## config.mk

```make
export PLATFORM = sky130hd
export DESIGN_NAME = mem_line_arbiter
export DESIGN_NICKNAME = d
export VERILOG_FILES = /design/src/rtl/mem_line_arbiter.sv
export SDC_FILE = /design/constraint.sdc
export NUM_CORES = 1
export LEC_CHECK = 0
export BUFFER_PORTS_ARGS = -buffer_cell sky130_fd_sc_hd__buf_2
export CAP_MARGIN = 20
export CORE_AREA = 3 3 336 338
export CTS_BUF_LIST = sky130_fd_sc_hd__clkbuf_16
export DETAILED_ROUTE_END_ITERATION = 6
export DIE_AREA = 0 0 339 341
export GPL_TIMING_DRIVEN = 0
export PLACE_DENSITY = 0.3
export SKIP_LAST_GASP = 1
export SYNTH_ARGS = -nofsm -noshare
export SYNTH_HDL_FRONTEND = slang
export SYNTH_SLANG_ARGS = --single-unit
```

## constraint.sdc

```tcl
create_clock -name clk -period 3.65 [get_ports clk]
set_clock_uncertainty 0.15 [all_clocks]
set_input_delay 0.5475 -clock clk [delete_from_list [all_inputs] [get_ports clk]]
set_output_delay 0.5475 -clock clk [all_outputs]
set_load 0.02 [all_outputs]
```

## src/rtl/mem_line_arbiter.sv

```systemverilog
// rtl/mem_line_arbiter.sv - two-client line-memory arbiter for I/D cache refill and write-back
module mem_line_arbiter #(
  parameter int ADDR_W = 28,
  parameter int LINE_W = 128,
  parameter bit RR_EN  = 1'b1
) (
  input  logic              clk,
  input  logic              rst_n,
  input  logic              i_mem_read,
  input  logic              i_mem_write,
  input  logic [ADDR_W-1:0] i_mem_addr,
  input  logic [LINE_W-1:0] i_mem_wdata,
  output logic [LINE_W-1:0] i_mem_rdata,
  output logic              i_mem_ready,
  input  logic              d_mem_read,
  input  logic              d_mem_write,
  input  logic [ADDR_W-1:0] d_mem_addr,
  input  logic [LINE_W-1:0] d_mem_wdata,
  output logic [LINE_W-1:0] d_mem_rdata,
  output logic              d_mem_ready,
  output logic              mem_read,
  output logic              mem_write,
  output logic [ADDR_W-1:0] mem_addr,
  output logic [LINE_W-1:0] mem_wdata,
  input  logic [LINE_W-1:0] mem_rdata,
  input  logic              mem_ready
);

  typedef enum logic [1:0] {IDLE, BUSY_I, BUSY_D, GAP} state_t;

  state_t            state, state_nxt;
  logic              last_d, last_d_nxt;
  logic              mem_read_nxt, mem_write_nxt;
  logic [ADDR_W-1:0] mem_addr_nxt;
  logic [LINE_W-1:0] mem_wdata_nxt;

  logic              i_req, d_req, grant_d;
  logic              sel_read, sel_write;
  logic [ADDR_W-1:0] sel_addr;
  logic [LINE_W-1:0] sel_wdata;

  assign i_req = i_mem_read | i_mem_write;
  assign d_req = d_mem_read | d_mem_write;

  // On a tie, round-robin favours whoever was not served last; otherwise D always wins.
  assign grant_d = d_req & (~i_req | ~RR_EN | ~last_d);

  assign sel_read  = grant_d ? d_mem_read  : i_mem_read;
  assign sel_write = grant_d ? d_mem_write : i_mem_write;
  assign sel_addr  = grant_d ? d_mem_addr  : i_mem_addr;
  assign sel_wdata = grant_d ? d_mem_wdata : i_mem_wdata;

  always_comb begin
    state_nxt     = state;
    last_d_nxt    = last_d;
    mem_read_nxt  = mem_read;
    mem_write_nxt = mem_write;
    mem_addr_nxt  = mem_addr;
    mem_wdata_nxt = mem_wdata;
    case (state)
      IDLE: begin
        if (i_req | d_req) begin
          state_nxt     = grant_d ? BUSY_D : BUSY_I;
          last_d_nxt    = grant_d;
          // A combined read+write is issued as the write-back only; the refill comes later.
          mem_write_nxt = sel_write;
          mem_read_nxt  = sel_read & ~sel_write;
          mem_addr_nxt  = sel_addr;
          mem_wdata_nxt = sel_wdata;
        end
      end
      BUSY_I, BUSY_D: begin
        if (mem_ready) begin
          state_nxt     = GAP;
          mem_read_nxt  = 1'b0;
          mem_write_nxt = 1'b0;
        end
      end
      GAP:     state_nxt = IDLE;
      default: state_nxt = IDLE;
    endcase
  end

  always_ff @(posedge clk or negedge rst_n) begin
    if (!rst_n) begin
      state     <= IDLE;
      last_d    <= 1'b0;
      mem_read  <= 1'b0;
      mem_write <= 1'b0;
      mem_addr  <= '0;
      mem_wdata <= '0;
    end else begin
      state     <= state_nxt;
      last_d    <= last_d_nxt;
      mem_read  <= mem_read_nxt;
      mem_write <= mem_write_nxt;
      mem_addr  <= mem_addr_nxt;
      mem_wdata <= mem_wdata_nxt;
    end
  end

  assign i_mem_ready = mem_ready & (state == BUSY_I);
  assign d_mem_ready = mem_ready & (state == BUSY_D);
  assign i_mem_rdata = mem_rdata;
  assign d_mem_rdata = mem_rdata;

endmodule

```

==> impl_metrics.py <==
metrics = {
    "power": {
        "clkPwrFrac": 0.166,
        "pwr-share-seq": 0.263,
        "power_switching_mw": 6.33,
        "p_per_area_mw_per_mm2": 766,
        "power_leakage_nw": 7.43,
        "internal_power_mw": 5.98,
        "vdd.ir_drop.worst_mv": 0.275,
        "switching_share": 0.514,
        "power_frac_comb": 0.571,
    },
    "worst_setup_path": {
        "crit_fanout": 10,
        "crit_required_ns": 3.92,
        "r2r-start": "state[0]$_DFFE_PN0P_",
        "worstPathArrival_ns": 3.10,
        "worstSetupEndpointType": "flop",
        "worstSetupPathType": "flop to flop",
        "startpoint": "state[0]$_DFFE_PN0P_",
        "start_kind": "flop",
    },
    "placement": {
        "port_buffers": 732,
        "dp.cells": 3407,
        "dp_hpwl_um": 51500,
        "gp_congestion": 0.734,
        "pre_cts_slack_ns": 0.175,
        "place_area_mm2": 0.0154,
    },
    "cells_and_area": {
        "layout_common_cells": "755 x buf_2, 270 x buf_4, 161 x dfrtp_1, 159 x a21oi_1, 157 x nor2_1",
        "final_util": 0.146,
        "final_cells": 3457,
        "syn_to_final_growth_pct": 63.3,
        "design_area_mm2": 0.0161,
        "drive_above_1_share": 0.544,
        "layout_commonest_cell": "buf_2",
        "fin_nets": 2390,
    },
    "clock_tree": {
        "h-tree-depth": 4,
        "clock_sinks": 161,
        "cts_tree": "yes",
        "clkTransAtPathRegs_ns": 0.09,
        "clk_latency_ns": 0.50,
        "cts_buffers": 17,
        "post_cts_buffers": 0,
        "cts_root_buffer": "clkbuf_16",
        "cts-resized-gates": 0,
        "cts_max_path_buffers": 2,
    },
    "timing": {
        "maxSlewViolCount": 0,
        "whs_ns": 0.133,
        "slew_headroom": 0.351,
        "finalCritPeriodShare": 0.777,
        "setup-violations-final": 0,
        "fin_ws_ns": 0.816,
        "fmax_mhz": 353,
        "rsz0062_at_grt": "no",
        "worst_pin_slew_ns": 0.974,
        "period_needed_ns": 2.83,
        "finalHoldViolCount": 0,
    },
    "grt": {
        "grt_overflow_total": 0,
        "track_usage": 0.106,
        "grt_pass1_vias": 11694,
        "grt_pass1_wl_um": 87600,
        "antenna_found_initial": 32,
        "grt_max_degree": 85,
    },
    "logic_synthesis": {
        "synth_cells": 1185,
        "synth_flop_cell": "dfrtp_1",
        "avgSynthCellArea_um2": 8.30,
        "syn-cell-area_mm2": 0.00984,
        "synth-seq-cells": 161,
        "ys_warn_count": 0,
        "synth_edf_count": 0,
        "async_reset_ff_frac": 1.00,
        "seq_area_frac_synth": 0.409,
        "synth_cell_types": 30,
        "syn_nets": 1636,
    },
    "drt": {
        "ant_nets": 0,
        "wl_per_cell_um": 18.6,
        "route.vias.total": 11450,
        "totalWireLength_um": 64300,
        "drtIter0Drc": 451,
        "viasPerCell": 3.31,
        "drc": 0,
        "dr.pass1.iters": 4,
    },
    "die": {
        "fp.dieW_um": 339,
        "dieArea_mm2": 0.116,
        "core_area_mm2": 0.110,
        "std_cell_rows": 122,
        "start_util": 0.0892,
        "num_io_pins": 863,
        "die_y_um": 341,
    },
    "worst_hold_path": {
        "hold_class": "input pin to flop",
        "hold_start": "i_mem_wdata[119]",
    },
    "status": {
        "status": "finished clean",
    },
    "run": {
        "cap_violations": 0,
    },
}
[kinds of logic after synthesis]
kind of cell	synth area share
simple gates	0.0673
flops	0.409
fa+ha+maj	0.00509
buf+inv	0.246
compound gates	0.273
[through the flow]
stage          setup TNS [ns]  total power [mW]
2_1_floorplan               0              7.29
3_3_place_gp          -250.20              10.6
3_5_place_dp                0              10.5
4_1_cts                     0              12.7
5_1_grt                     0              13.3
6_report                    0              12.3
[metal layers]
| layer | wire length [um] | GRT usage | share of wire | vias to the layer above |
|---|---|---|---|---|
| li1 | - | - | - | 5430 |
| met1 | 27600 | 0.131 | 0.43 | 5346 |
| met2 | 29600 | 0.171 | 0.46 | 599 |
| met3 | 6050 | 0.0441 | 0.094 | 61 |
| met4 | 968 | 0.0261 | 0.015 | 14 |
| met5 | 87 | 0 | 0.0014 | - |
[synthesized netlist by cell type (all sizes together) (2+ instances only)]
cell       n  area (um2)
buf      300        2170
dfrtp    161        4030
a21oi    159         796
o21ai    158         791
nor2     157         589
a31oi    156         976
clkbuf    61         229
inv        5        18.8
ha         4        50.1
a21boi     2        15.0
a2bb2oi    2        17.5
and2       2        12.5
nand2      2        7.51
nand2b     2        12.5
o32ai      2        17.5
[flip-flops by register name, indices dropped and copies added (netlist names)]
register   flops
mem_addr      28
mem_read       1
last_d         1
mem_write      1
state          2
mem_wdata    128
[final cells by class]
| type | count | area, um2 |
|---|---|---|
| timing repair buffer | 735 | 3730 |
| buffer | 361 | 2400 |
| multi-input combinational | 658 | 3390 |
| clock buffer | 17 | 425 |
| inverter | 5 | 18.8 |
| fill | 12842 | 94300 |
| clock inverter | 15 | 173 |
| antenna | 17 | 42.5 |
| sequential | 161 | 4030 |
| tap | 1488 | 1860 |
[timing repair]
| action | CTS | global route |
|---|---|---|
| endpoints found under the setup margin | 0 | 0 |
| endpoints found under the hold margin | 77 | 0 |
| hold buffers | 1 | 0 |
[worst max-delay path: stages (launching register included)]
cell and delay [ns]:
dfrtp_1 0.42, inv_1 0.12, ha_1 0.31, o41a_1 0.23
buf_2 0.47, clkbuf_1 0.78, nor2_1 0.08, a21oi_1 0.16
[power by group through the flow]
stage	Combinational [mW]	Clock, mW	Sequential, mW
3_5_place_dp	7.25	0	3.27
2_1_floorplan	3.00	0	4.30
6_report	7.02	2.05	3.24
4_1_cts	7.27	2.18	3.25
5_1_grt	7.74	2.22	3.36
3_3_place_gp	7.32	0	3.28
[worst paths after layout]
kind | cells past startpoint | slack [ns] | endpoint
setup reg to reg | 7 | 0.82 | mem_wdata[7]$_DFFE_PN0P_
max in group asynchronous | 3 | 1.85 | mem_wdata[50]$_DFFE_PN0P_
setup / recovery | 7 | 0.82 | mem_wdata[7]$_DFFE_PN0P_
min in group asynchronous | 2 | 0.45 | mem_wdata[110]$_DFFE_PN0P_
hold reg to reg | 2 | 0.37 | mem_wdata[111]$_DFFE_PN0P_
hold / removal | 3 | 0.13 | mem_wdata[119]$_DFFE_PN0P_
(Power assumes the default switching activity.)
